## src/rtl/dmem_access_ctrl_pkg.sv

```systemverilog
// dmem_access_ctrl_pkg: op codes, FSM states and default memory map for the DMEM sequencer
package dmem_access_ctrl_pkg;
  typedef enum logic [2:0] {
    OP_LW  = 3'd0,
    OP_LH  = 3'd1,
    OP_LHU = 3'd2,
    OP_LB  = 3'd3,
    OP_LBU = 3'd4,
    OP_SW  = 3'd5,
    OP_SH  = 3'd6,
    OP_SB  = 3'd7
  } op_e;
  typedef enum logic [1:0] {
    ST_IDLE   = 2'd0,
    ST_ACCESS = 2'd1,
    ST_RESP   = 2'd2,
    ST_ERR    = 2'd3
  } state_e;
  localparam logic [31:0] DMEM_BASE_DEF  = 32'h1001_0000;
  localparam int          DMEM_BYTES_DEF = 4096;
  function automatic logic is_store(input op_e op);
    return op inside {OP_SW, OP_SH, OP_SB};
  endfunction
endpackage

```

## src/rtl/dmem_access_ctrl_req_check.sv

```systemverilog
// dmem_access_ctrl_req_check: combinational range and alignment check of a CPU data address
module dmem_access_ctrl_req_check
  import dmem_access_ctrl_pkg::*;
#(
  parameter logic [31:0] DMEM_BASE  = DMEM_BASE_DEF,
  parameter int          DMEM_BYTES = DMEM_BYTES_DEF
) (
  input  op_e         i_op,
  input  logic [31:0] i_addr,
  output logic [11:0] o_offset,
  output logic        o_misaligned,
  output logic        o_out_of_range
);
  logic [31:0] w_off;
  // wrapping subtract: addresses below the base become huge offsets and fail the range test
  assign w_off          = i_addr - DMEM_BASE;
  assign o_offset       = w_off[11:0];
  assign o_out_of_range = w_off >= 32'(DMEM_BYTES);
  assign o_misaligned   = ((i_op == OP_LW || i_op == OP_SW) && i_addr[1:0] != 2'b00) ||
                          ((i_op == OP_LH || i_op == OP_LHU || i_op == OP_SH) && i_addr[0]);
endmodule

```

## src/rtl/dmem_access_ctrl.sv

```systemverilog
// dmem_access_ctrl: one-at-a-time load/store sequencer between the CPU pipeline and synchronous DMEM
module dmem_access_ctrl
  import dmem_access_ctrl_pkg::*;
#(
  parameter logic [31:0] DMEM_BASE  = DMEM_BASE_DEF,
  parameter int          DMEM_BYTES = DMEM_BYTES_DEF
) (
  input  logic        clk,
  input  logic        rst_n,
  input  logic        req_valid,
  output logic        req_ready,
  input  logic [2:0]  req_op,
  input  logic [31:0] req_addr,
  input  logic [31:0] req_wdata,
  output logic        resp_valid,
  output logic [31:0] resp_rdata,
  output logic        resp_err,
  output logic [31:0] bad_addr,
  output logic        busy,
  output logic        dm_ena,
  output logic        dm_wena,
  output logic        dm_rena,
  output logic        dm_lw,
  output logic        dm_lh,
  output logic        dm_lhu,
  output logic        dm_lb,
  output logic        dm_lbu,
  output logic        dm_sw,
  output logic        dm_sh,
  output logic        dm_sb,
  output logic [11:0] dm_addr,
  output logic [31:0] dm_wdata,
  input  logic [31:0] dm_rdata
);
  state_e      r_state, w_next;
  op_e         r_op;
  logic [11:0] r_dm_addr;
  logic [31:0] r_dm_wdata, r_bad_addr;
  logic [11:0] w_offset;
  logic        w_misaligned, w_out_of_range, w_bad, w_accept, w_access, w_store, w_resp;

  dmem_access_ctrl_req_check #(
    .DMEM_BASE (DMEM_BASE),
    .DMEM_BYTES(DMEM_BYTES)
  ) u_check (
    .i_op          (op_e'(req_op)),
    .i_addr        (req_addr),
    .o_offset      (w_offset),
    .o_misaligned  (w_misaligned),
    .o_out_of_range(w_out_of_range)
  );

  assign w_bad    = w_misaligned | w_out_of_range;
  assign w_accept = (r_state == ST_IDLE) & req_valid;

  // state register
  always_ff @(posedge clk or negedge rst_n) begin
    if (!rst_n) r_state <= ST_IDLE;
    else r_state <= w_next;
  end

  // next state: failed checks skip the memory entirely
  always_comb begin
    w_next = r_state;
    case (r_state)
      ST_IDLE:   w_next = req_valid ? (w_bad ? ST_ERR : ST_ACCESS) : ST_IDLE;
      ST_ACCESS: w_next = ST_RESP;
      default:   w_next = ST_IDLE;
    endcase
  end

  // latch a good request; dm_addr/dm_wdata keep their value between accesses
  always_ff @(posedge clk or negedge rst_n) begin
    if (!rst_n) begin
      r_op       <= OP_LW;
      r_dm_addr  <= '0;
      r_dm_wdata <= '0;
    end else if (w_accept && !w_bad) begin
      r_op       <= op_e'(req_op);
      r_dm_addr  <= w_offset;
      r_dm_wdata <= req_wdata;
    end
  end

  // remember the address of the most recent rejected request
  always_ff @(posedge clk or negedge rst_n) begin
    if (!rst_n) r_bad_addr <= '0;
    else if (w_accept && w_bad) r_bad_addr <= req_addr;
  end

  // output decode: DMEM controls only in ACCESS, response in RESP/ERR
  always_comb begin
    w_access   = r_state == ST_ACCESS;
    w_resp     = r_state == ST_RESP;
    w_store    = is_store(r_op);
    req_ready  = rst_n & (r_state == ST_IDLE);
    busy       = r_state != ST_IDLE;
    dm_ena     = w_access;
    dm_wena    = w_access & w_store;
    dm_rena    = w_access & ~w_store;
    dm_lw      = w_access & (r_op == OP_LW);
    dm_lh      = w_access & (r_op == OP_LH);
    dm_lhu     = w_access & (r_op == OP_LHU);
    dm_lb      = w_access & (r_op == OP_LB);
    dm_lbu     = w_access & (r_op == OP_LBU);
    dm_sw      = w_access & (r_op == OP_SW);
    dm_sh      = w_access & (r_op == OP_SH);
    dm_sb      = w_access & (r_op == OP_SB);
    resp_valid = w_resp | (r_state == ST_ERR);
    resp_err   = r_state == ST_ERR;
    resp_rdata = (w_resp && !w_store) ? dm_rdata : '0;
  end

  assign dm_addr  = r_dm_addr;
  assign dm_wdata = r_dm_wdata;
  assign bad_addr = r_bad_addr;
endmodule

```

## config.mk

```make
export PLATFORM = sky130hd
export DESIGN_NAME = dmem_access_ctrl
export DESIGN_NICKNAME = d
export VERILOG_FILES = /design/src/rtl/dmem_access_ctrl_pkg.sv /design/src/rtl/dmem_access_ctrl_req_check.sv /design/src/rtl/dmem_access_ctrl.sv
export SDC_FILE = /design/constraint.sdc
export NUM_CORES = 1
export LEC_CHECK = 0
export ABC_AREA = 1
export BUFFER_PORTS_ARGS = -buffer_cell sky130_fd_sc_hd__buf_4
export CAP_MARGIN = 15
export CORE_UTILIZATION = 48
export DETAILED_ROUTE_END_ITERATION = 10
export PLACE_DENSITY = 0.89
export SKIP_CTS_REPAIR_TIMING = 1
export SYNTH_ARGS = -nofsm -noshare
export SYNTH_HDL_FRONTEND = slang
export SYNTH_SLANG_ARGS = --single-unit
```

## constraint.sdc

```tcl
create_clock -name clk -period 2.46 [get_ports clk]
set_input_delay 0 -clock clk [delete_from_list [all_inputs] [get_ports clk]]
set_output_delay 0 -clock clk [all_outputs]
set_load 0.1 [all_outputs]
```

==> Word-level counts from Yosys, hierarchy flattened <==
Index checks and enable logic that the tools add are counted.
{ "totals": {"ff_bits": 81, "out_inout_bits": 123} }
{ "classes": {"add_sub_neg": 1, "order_cmp": 1, "eq_ne": 14, "mux": 4, "n_bitwise": 15, "n_reduce_logical": 17} }
{ "ops": {"columns": ["cell", "count"], "rows": [
  [">= comparator 32 x 13 -> 1 bit, second input constant", 1],
  ["2-to-1 mux 32 bit", 1],
  ["subtractor 32 x 29 -> 32 bit, second input constant", 1],
  ["== test 3 bit, second input constant", 6],
  ["AND 1 bit", 12],
  ["== test 3 x 2 -> 1 bit, second input constant", 3],
  ["== test 3 x 1 -> 1 bit, second input constant", 2],
  ["zero test 3 bit", 2],
  ["logical AND 1 bit", 5],
  ["== test 2 bit, second input constant", 2],
  ["logical OR 1 bit", 4],
  ["2-to-1 mux 2 bit", 2],
  ["one-hot mux 2 bit (2 select lines)", 1],
  ["nonzero test 2 bit", 2],
  ["nonzero test 3 bit", 1],
  ["== test 2 x 1 -> 1 bit, second input constant", 1],
  ["zero test 1 bit", 2],
  ["zero test 2 bit", 1],
  ["bitwise OR 1 bit", 2],
  ["NOT 1 bit", 1]
]} }

==> Depth between registers and ports, before layout <==
Gate-level depths: netlist of run 1.
{ "logic_depth": {"ltp_word": 9, "depth_mapped": 13, "mapped_depth_nobuf": 12} }

==> Modules after synthesis <==
Synthesis of run 1 repeated with hierarchy kept, for this count alone.
{ "hier_totals": {"cells_unflattened": 512, "area_unflattened_um2": 3938.8} }
{ "by_module_without_submodules": {"columns": ["mod", "instances", "cells_per_inst", "area_per_inst_um2"], "rows": [
  ["dmem_access_ctrl", 1, 458, 3676.0],
  ["dmem_access_ctrl_req_check", 1, 54, 262.8]
]} }

==> Worst setup path before layout of run 1 <==
OpenSTA, ideal clock, no wires.
{ "synth_timing": {"path_kind": "register -> output", "start": "register r_state[1]", "end": "output dm_lbu", "arrival_time_ns": 3.439, "t_required_ns": 2.460, "setup_slack_ns": -0.979, "stages_incl_launch_ff": 4, "n_path_buf": 0, "path_cell_list": "dfrtp_1 -> nor2_1 -> nand2_1 -> nor2_1"} }
{ "synth_between": {"elab_chain_cells": 2} }
{ "synth_lines": {"columns": ["item", "line", "rtl"], "rows": [
  ["start, declared", "dmem_access_ctrl.sv:35", "state_e r_state, w_next;"],
  ["start signal, assigned", "dmem_access_ctrl.sv:59", "else r_state <= w_next;"],
  ["== test 2 x 1 -> 1 bit", "dmem_access_ctrl.sv:93", "w_access = r_state == ST_ACCESS;"],
  ["net dm_ena", "dmem_access_ctrl.sv:20", "output logic dm_ena,"],
  ["AND 1 bit", "dmem_access_ctrl.sv:105", "dm_lbu = w_access & (r_op == OP_LBU);"],
  ["end, declared", "dmem_access_ctrl.sv:27", "output logic dm_lbu,"]
]} }
The timed path passes the listed nets, and every way through them passes these cells.

==> Worst setup path after layout of run 1 <==
{ "layout_timing": {"start": "register r_op[1]", "end": "output resp_rdata[4]"} }
{ "layout_between": {"elab_chain_cells": 5} }
{ "layout_lines": {"columns": ["item", "line", "rtl"], "rows": [
  ["start, declared", "dmem_access_ctrl.sv:36", "op_e r_op;"],
  ["start signal, assigned", "dmem_access_ctrl.sv:79", "r_op <= op_e'(req_op);"],
  ["== test 3 bit", "dmem_access_ctrl_pkg.sv:22", "return op inside {OP_SW, OP_SH, OP_SB};"],
  ["nonzero test 3 bit *", "dmem_access_ctrl_pkg.sv:22", null],
  ["zero test 1 bit *", "dmem_access_ctrl.sv:111", "resp_rdata = (w_resp && !w_store) ? dm_rdata : '0;"],
  ["logical AND 1 bit *", "dmem_access_ctrl.sv:111", null],
  ["2-to-1 mux 32 bit *", "dmem_access_ctrl.sv:111", null],
  ["end, declared", "dmem_access_ctrl.sv:16", "output logic [31:0] resp_rdata,"]
]} }
Every way passes the cells marked *; elsewhere a longest branch is shown, timed or not.

==> summary.md, run 1 <==
| Metric | Value |
|---|---|
| Routability cong. | `0.8483` |
| RSZ-0062 raised after global routing | `no` |
| Slew HR | `0.5465` |
| Arrival time worst endpoint | `2.21 ns` |
| Final Hold Fails | `0` |
| Post-DRT Antenna Nets | `0` |
| Final wirelength | `15.23 mm` |
| GR Util met2 | `0.5380` |
| Via count | `4775` |
| Sequential share of power | `0.226` |
| Post-route DRC | `0` |
| Pwr Total | `7.888 mW` |
| Avg Inst Size Synth | `roughly 7.5 um^2` |
| Yosys reg bits | `81` |
| Share of layout cells above drive strength 1 | `0.3317` |
| Distinct cells, synth | `21` |
| Syn_nets | `636` |
| Worst Path Max Fanout | `17` |
| Die width | `93.26 um` |
| Initial antenna violation count | `0` |
| Worst min path class | `primary input to asynchronous set/reset pin` |
| CP startpoint kind | `flop` |
| Grt met3 use | `0.06423` |
| N_diodes | `0` |
| Mapped Cells | `534` |
| GR peak layer | `met2` |
| Hold slack | `0.1499 ns` |
| Pre-CTS setup slack | `0.4373 ns` |
| Row count | `32` |
| Clock Path Buffers | `2` |
| Dpl hpwl | `9.690 mm` |
| Tcrit/Tclk final | `0.8988` |
| Mapped Area | `0.003998 mm^2` |
| Setup CP Type | `flop to output pin` |
| Pre-antenna DRT Iters | `4` |
| Post-route cell area | `0.006624 mm^2` |
| Int Power | `3.029 mW` |
| First-pass GRT wire length | `between 20 and 25 mm` |
| Grt total ovfl | `0` |
| CTS tree | `yes` |
| Setup Skew | `0.01432 ns` |
| Area Growth Syn to Fin | `65.70%` |
| Area after DPL | `0.005736 mm^2` |
| H-Tree Depth | `3` |
| Die Height | `93.26 um` |
| CP startpoint | `r_op[1]` |
| Most frequent cells in the layout | `buf_4 (231), nand2_1 (193), dfrtp_1 (81)` |
| Actual slew at the worst max-slew pin | `between 0.6 and 0.7 ns` |
| Clk slew on worst S/H paths | `0.11 ns` |
| Post-route worst setup slack | `0.2490 ns` |
| CP endpoint kind | `output pin` |
| Clock power share | `0.131` |
| Switching share of power | `0.6160` |
| Crit path required time | `2.46 ns` |
| Dpl cells | `835` |
| RR Startpoint | `r_state[1]` |
| Synth Warn # | `0` |
| Clock Root Buffer | `clkbuf_8` |
| Core area | `0.007888 mm^2` |
| Initial Utilization | `0.5068` |
| VDD IR max | `between 800 and 900 uV` |
| Endpoints failing setup | `0` |
| Comb power frac | `0.643` |
| Static Leak | `approximately 3.8 nW` |
| Largest net degree at the start of global routing | `48` |
| Most common cell after layout, fill and taps aside | `buf_4` |
| Share of the yosys chip area belonging to registers | `0.5070` |
| Met1 usage | `0.3501` |
| Psw | `4.859 mW` |
| Outcome | `finished clean` |
| IO buf count | `~220` |
| PD cells | `1191 mW/mm^2` |
| Number of global-route vias before repair | `4271` |
| Final core occ | `0.8398` |
| Fill count | `449` |
| Iter 0 DRT Violations | `around 370` |
| Clock sinks | `81` |
| Setup TNS | `0 ns` |
| Via density | `5.196` |
| CTS Buf Count | `9` |
| Final Non-Filler Cells | `919` |
| Top Ports | `225` |
| Die area | `between 0.008 and 0.009 mm^2` |
| Total global-route track usage | `0.3039` |
| Routed len/inst | `16.57 um` |
| Max-slew violations | `0` |
| NumNets Final | `914` |
| F_max | `approximately 0.45 GHz` |
| Period minus WS final | `2.211 ns` |
| Clk_lat worst skew | `0.36 ns` |
| MaxCap Viol Count | `0` |
sequential cells by signal (all words and copies together), names as in the netlist:
name / flops
dm_wdata: 32
r_op: 3
bad_addr: 32
r_state: 2
dm_addr: 12
critical path, cell delays in order (launching register included):
cell     delay [ns]
dfrtp_1        0.42
nor2_1         0.22
nor2_1         0.11
nor2_1         0.09
nand2_1        0.27
buf_4          0.31
nor2_1         0.12
buf_4          0.30
cell families after synthesis:
family	Yosys count	share of synthesized area
AND/OR/NAND/NOR	355	0.3825
buffers and inverters	95	0.1067
AO/OA/AOI/OAI	3	0.003752
flip-flops	81	0.5070
routing by layer:
layer  part of all wire  routed length, um
met1               0.36               5522
met2               0.52               7862
met3              0.075               1143
met4              0.046                701
met5                  0                  0
power groups by stage:
stage	clock network, mW	registers [mW]	logic [mW]
after floorplan	0	3.59	2.01
after global placement	0	1.78	4.88
after detailed placement	0	1.79	4.93
after CTS	1.03	1.77	4.94
after global routing	1.10	1.81	5.21
final	1.03	1.78	5.07
synthesized netlist by cell type (all sizes together):
library cell | instances | area (um^2)
nand2 | 195 | 737.0
dfrtp | 81 | 2027
nor2 | 70 | 275.3
inv | 62 | 232.7
nand4 | 47 | 294.0
nand3 | 41 | 210.2
buf | 21 | 148.9
clkbuf | 12 | 45.04
o21ai | 2 | 10.00
or2 | 2 | 12.52
a21oi | 1 | 5.000
final cells by class:
class | instances | area, um^2 | area share
tap | 102 | 127.6 | 0.01927
clock inverter | 7 | 83.83 | 0.01266
multi-input combinational | 358 | 1594 | 0.2407
timing repair buffer | 300 | 2435 | 0.3676
inverter | 62 | 232.7 | 0.03513
sequential | 81 | 2027 | 0.3060
clock buffer | 9 | 123.9 | 0.01870
worst paths after layout:
| path | cells past startpoint | end | slack [ns] |
|---|---|---|---|
| max in group asynchronous | 3 | bad_addr[29] | 1.31 |
| worst max register to register | 6 | bad_addr[9] | 0.31 |
| worst min register to register | 2 | dm_wdata[27] | 0.48 |
| worst min-delay path | 2 | dm_wdata[1] | 0.15 |
| worst max-delay path | 7 | resp_rdata[4] | 0.25 |
| min in group clk | 5 | bad_addr[18] | 0.16 |
Note: power is estimated with default switching activity, not from simulation.
==> run 2, diff against run 1 <==
BUFFER_PORTS_ARGS = -buffer_cell sky130_fd_sc_hd__buf_2   (was -buffer_cell sky130_fd_sc_hd__buf_4)
CORE_MARGIN = 4   (was not set)
==> run 2 against run 1 <==
Global-route usage is 5.9 points lower. Core utilization is 9.2 points lower. Sequential share of layout area increased by 2.5 points. Clock power increased by 17%. Non-clock buffer count unchanged. Final cell count rose by 0.54%. Register-to-register slack improved by 0.43 ns. Die area increased by 13%. Critical path depth grew 4. Critical endpoint is now dm_wdata[2]. First-iteration DRC count down 8.4%. Largest cell class is now sequential cells. Clock skew is 0.0076 ns higher.
==> summary.md, run 2 (same netlist as run 1, synthesis figures left out) <==
| Metric | Value |
|---|---|
| Clock power share | `0.158` |
| Slowest CP cell | `dlygate4sd3_1` |
| Clk_lat worst skew | `0.34 ns` |
| Top Ports | `225` |
| Area Growth Syn to Fin | `52.99%` |
| Most common cell after layout, fill and taps aside | `buf_2` |
| Actual slew at the worst max-slew pin | `0.6610 ns` |
| Clk slew on worst S/H paths | `0.11 ns` |
| Post-route DRC | `0` |
| Clock Root Buffer | `clkbuf_8` |
| CP Buf/Inv Count | `3` |
| Core area | `0.008175 mm^2` |
| Worst setup endpoint | `dm_wdata[2]` |
| IO buf count | `224` |
| Final wirelength | `14.54 mm` |
| Grt total ovfl | `0` |
| Tcrit/Tclk final | `0.8881` |
| Largest net degree at the start of global routing | `81` |
| NumNets Final | `a little over 900` |
| Die width | `99.26 um` |
| RSZ-0062 raised after global routing | `no` |
| Share of layout cells above drive strength 1 | `0.3305` |
| Critical path's largest stage delay | `between 0.5 and 0.6 ns` |
| CP endpoint kind | `flop` |
| Initial antenna violation count | `1` |
| H-Tree Depth | `3` |
| F_max | `0.4577 GHz` |
| Final Hold Fails | `0` |
| Arrival time worst endpoint | `2.41 ns` |
| Setup Skew | `0.02196 ns` |
| Via count | `4765` |
| R2r endpoint | `bad_addr[22]` |
| Total global-route track usage | `0.2453` |
| Clock sinks | `81` |
| Post-DRT Antenna Nets | `0` |
| CTS Buf Count | `9` |
| Via density | `5.157` |
| Outcome | `finished clean` |
| Worst Path Max Fanout | `47` |
| Area after DPL | `0.005176 mm^2` |
| Worst min path class | `primary input to asynchronous set/reset pin` |
| Slew HR | `0.5578` |
| Crit-path most repeated cell | `nand3_1` |
| Setup CP Type | `primary input to flop` |
| Worst R2R Setup Slack | `between 0.7 and 0.8 ns` |
| Reg2reg path depth | `6` |
| Worst path cell trace | `dlygate4sd3_1, buf_2, nor2_1, nand3_1, o21ai_1, nand3_1, nor2_4, nand3_1, buf_4, nand2_1, nand2_1` |
| Iter 0 DRT Violations | `338` |
| Post-route cell area | `0.006116 mm^2` |
| PD cells | `roughly 1300 mW/mm^2` |
| Number of global-route vias before repair | `about 4.0k` |
| Dpl hpwl | `9.220 mm` |
| Pwr Total | `7.694 mW` |
| Comb power frac | `0.615` |
| Initial Utilization | `0.4890` |
| CTS tree | `yes` |
| MaxCap Viol Count | `0` |
| CP startpoint kind | `primary input` |
| Pre-antenna DRT Iters | `5` |
| Switching share of power | `0.6189` |
| Static Leak | `3.754 nW` |
| Row count | `33` |
| Psw | `4.761 mW` |
| Period minus WS final | `2.185 ns` |
| Endpoints failing setup | `0` |
| Hold slack | `0.1335 ns` |
| VDD IR max | `852.5 uV` |
| Clock Path Buffers | `2` |
| Max-slew violations | `0` |
| Routability cong. | `0.9036` |
| Die area | `0.009853 mm^2` |
| First-pass GRT wire length | `roughly 20 mm` |
| Sequential share of power | `0.228` |
| Routed len/inst | `between 15 and 20 um` |
| RR Startpoint | `r_state[1]` |
| Worst path top cell family by delay | `simple AND/OR/NAND/NOR gates` |
| Die Height | `99.26 um` |
| Most frequent cells in the layout | `buf_2 (223), nand2_1 (193), dfrtp_1 (81)` |
| Int Power | `2.932 mW` |
| Critical path depth in cells | `11` |
| Crit path required time | `2.69 ns` |
| CP startpoint | `req_addr[21]` |
[run 2: changes by cell type in the layout (fill, tap and decap cells not counted)]
cell / before / now
buf_2: 0 / 223
buf_4: 231 / 8
bufinv_16: 1 / 3
clkinv_4: 1 / 0
clkinvlp_4: 1 / 0
diode_2: 0 / 2
inv_6: 3 / 2
inv_8: 1 / 2
nand3_1: 39 / 40
nand3_2: 2 / 1
[run 2: worst min-delay path by stage]
stage                       end  depth (start not counted)  slack [ns]   from
CTS                 bad_addr[5]                          1       -0.41  rst_n
floorplan           bad_addr[0]                          0       -0.30  rst_n
finish              bad_addr[5]                          2        0.13  rst_n
global route        bad_addr[5]                          2        0.16  rst_n
detailed placement  bad_addr[5]                          1       -0.02  rst_n
global placement     dm_addr[9]                          1       -0.03  rst_n
[run 2: per-layer routing]
layer	up-vias	wire, um	GRT usage	part of all wire
met3	53	1162	0.03927	0.080
met1	2179	5117	0.2972	0.35
met2	313	7579	0.4339	0.52
met5	-	0	0	0
li1	2220	-	-	-
met4	0	678	0.1019	0.047
[run 2: per-stage QoR]
step | worst slack (ns) | std cells | utilization | TNS [ns]
after floorplan | -0.07087 | 534 | - | -0.5585
after global placement | 0.7014 | 838 | 0.6332 | 0
after detailed placement | 0.5983 | 838 | 0.6332 | 0
after CTS | 0.3833 | 854 | 0.6642 | 0
after global routing | 0.09563 | 923 | 0.7478 | 0
final | 0.2753 | 924 | 0.7481 | 0
[run 2: power groups by stage]
stage               combinational [mW]  clock, mW  sequential [mW]
floorplan                         2.01          0             3.59
detailed placement                4.62          0             1.77
CTS                               4.62       1.24             1.74
global placement                  4.59          0             1.75
global route                      4.88       1.29             1.78
finish                            4.73       1.21             1.75
[run 2: worst reg2reg max path: cells and delay by family (launching register included)]
| family | cells | cell delay, ns |
|---|---|---|
| flops | 1 | 0.43 |
| simple gates | 5 | 1.11 |
| buf+inv | 1 | 0.07 |
[run 2: area by class of cell]
type / instances / area (um^2)
Fill cell: 581 / 2059
Sequential cell: 81 / 2027
Timing Repair Buffer: 300 / 1877
Multi-Input combinational cell: 358 / 1589
Inverter: 62 / 232.7
Tap cell: 105 / 131.4
Clock inverter: 7 / 130.1
Clock buffer: 9 / 123.9
Antenna cell: 2 / 5.005
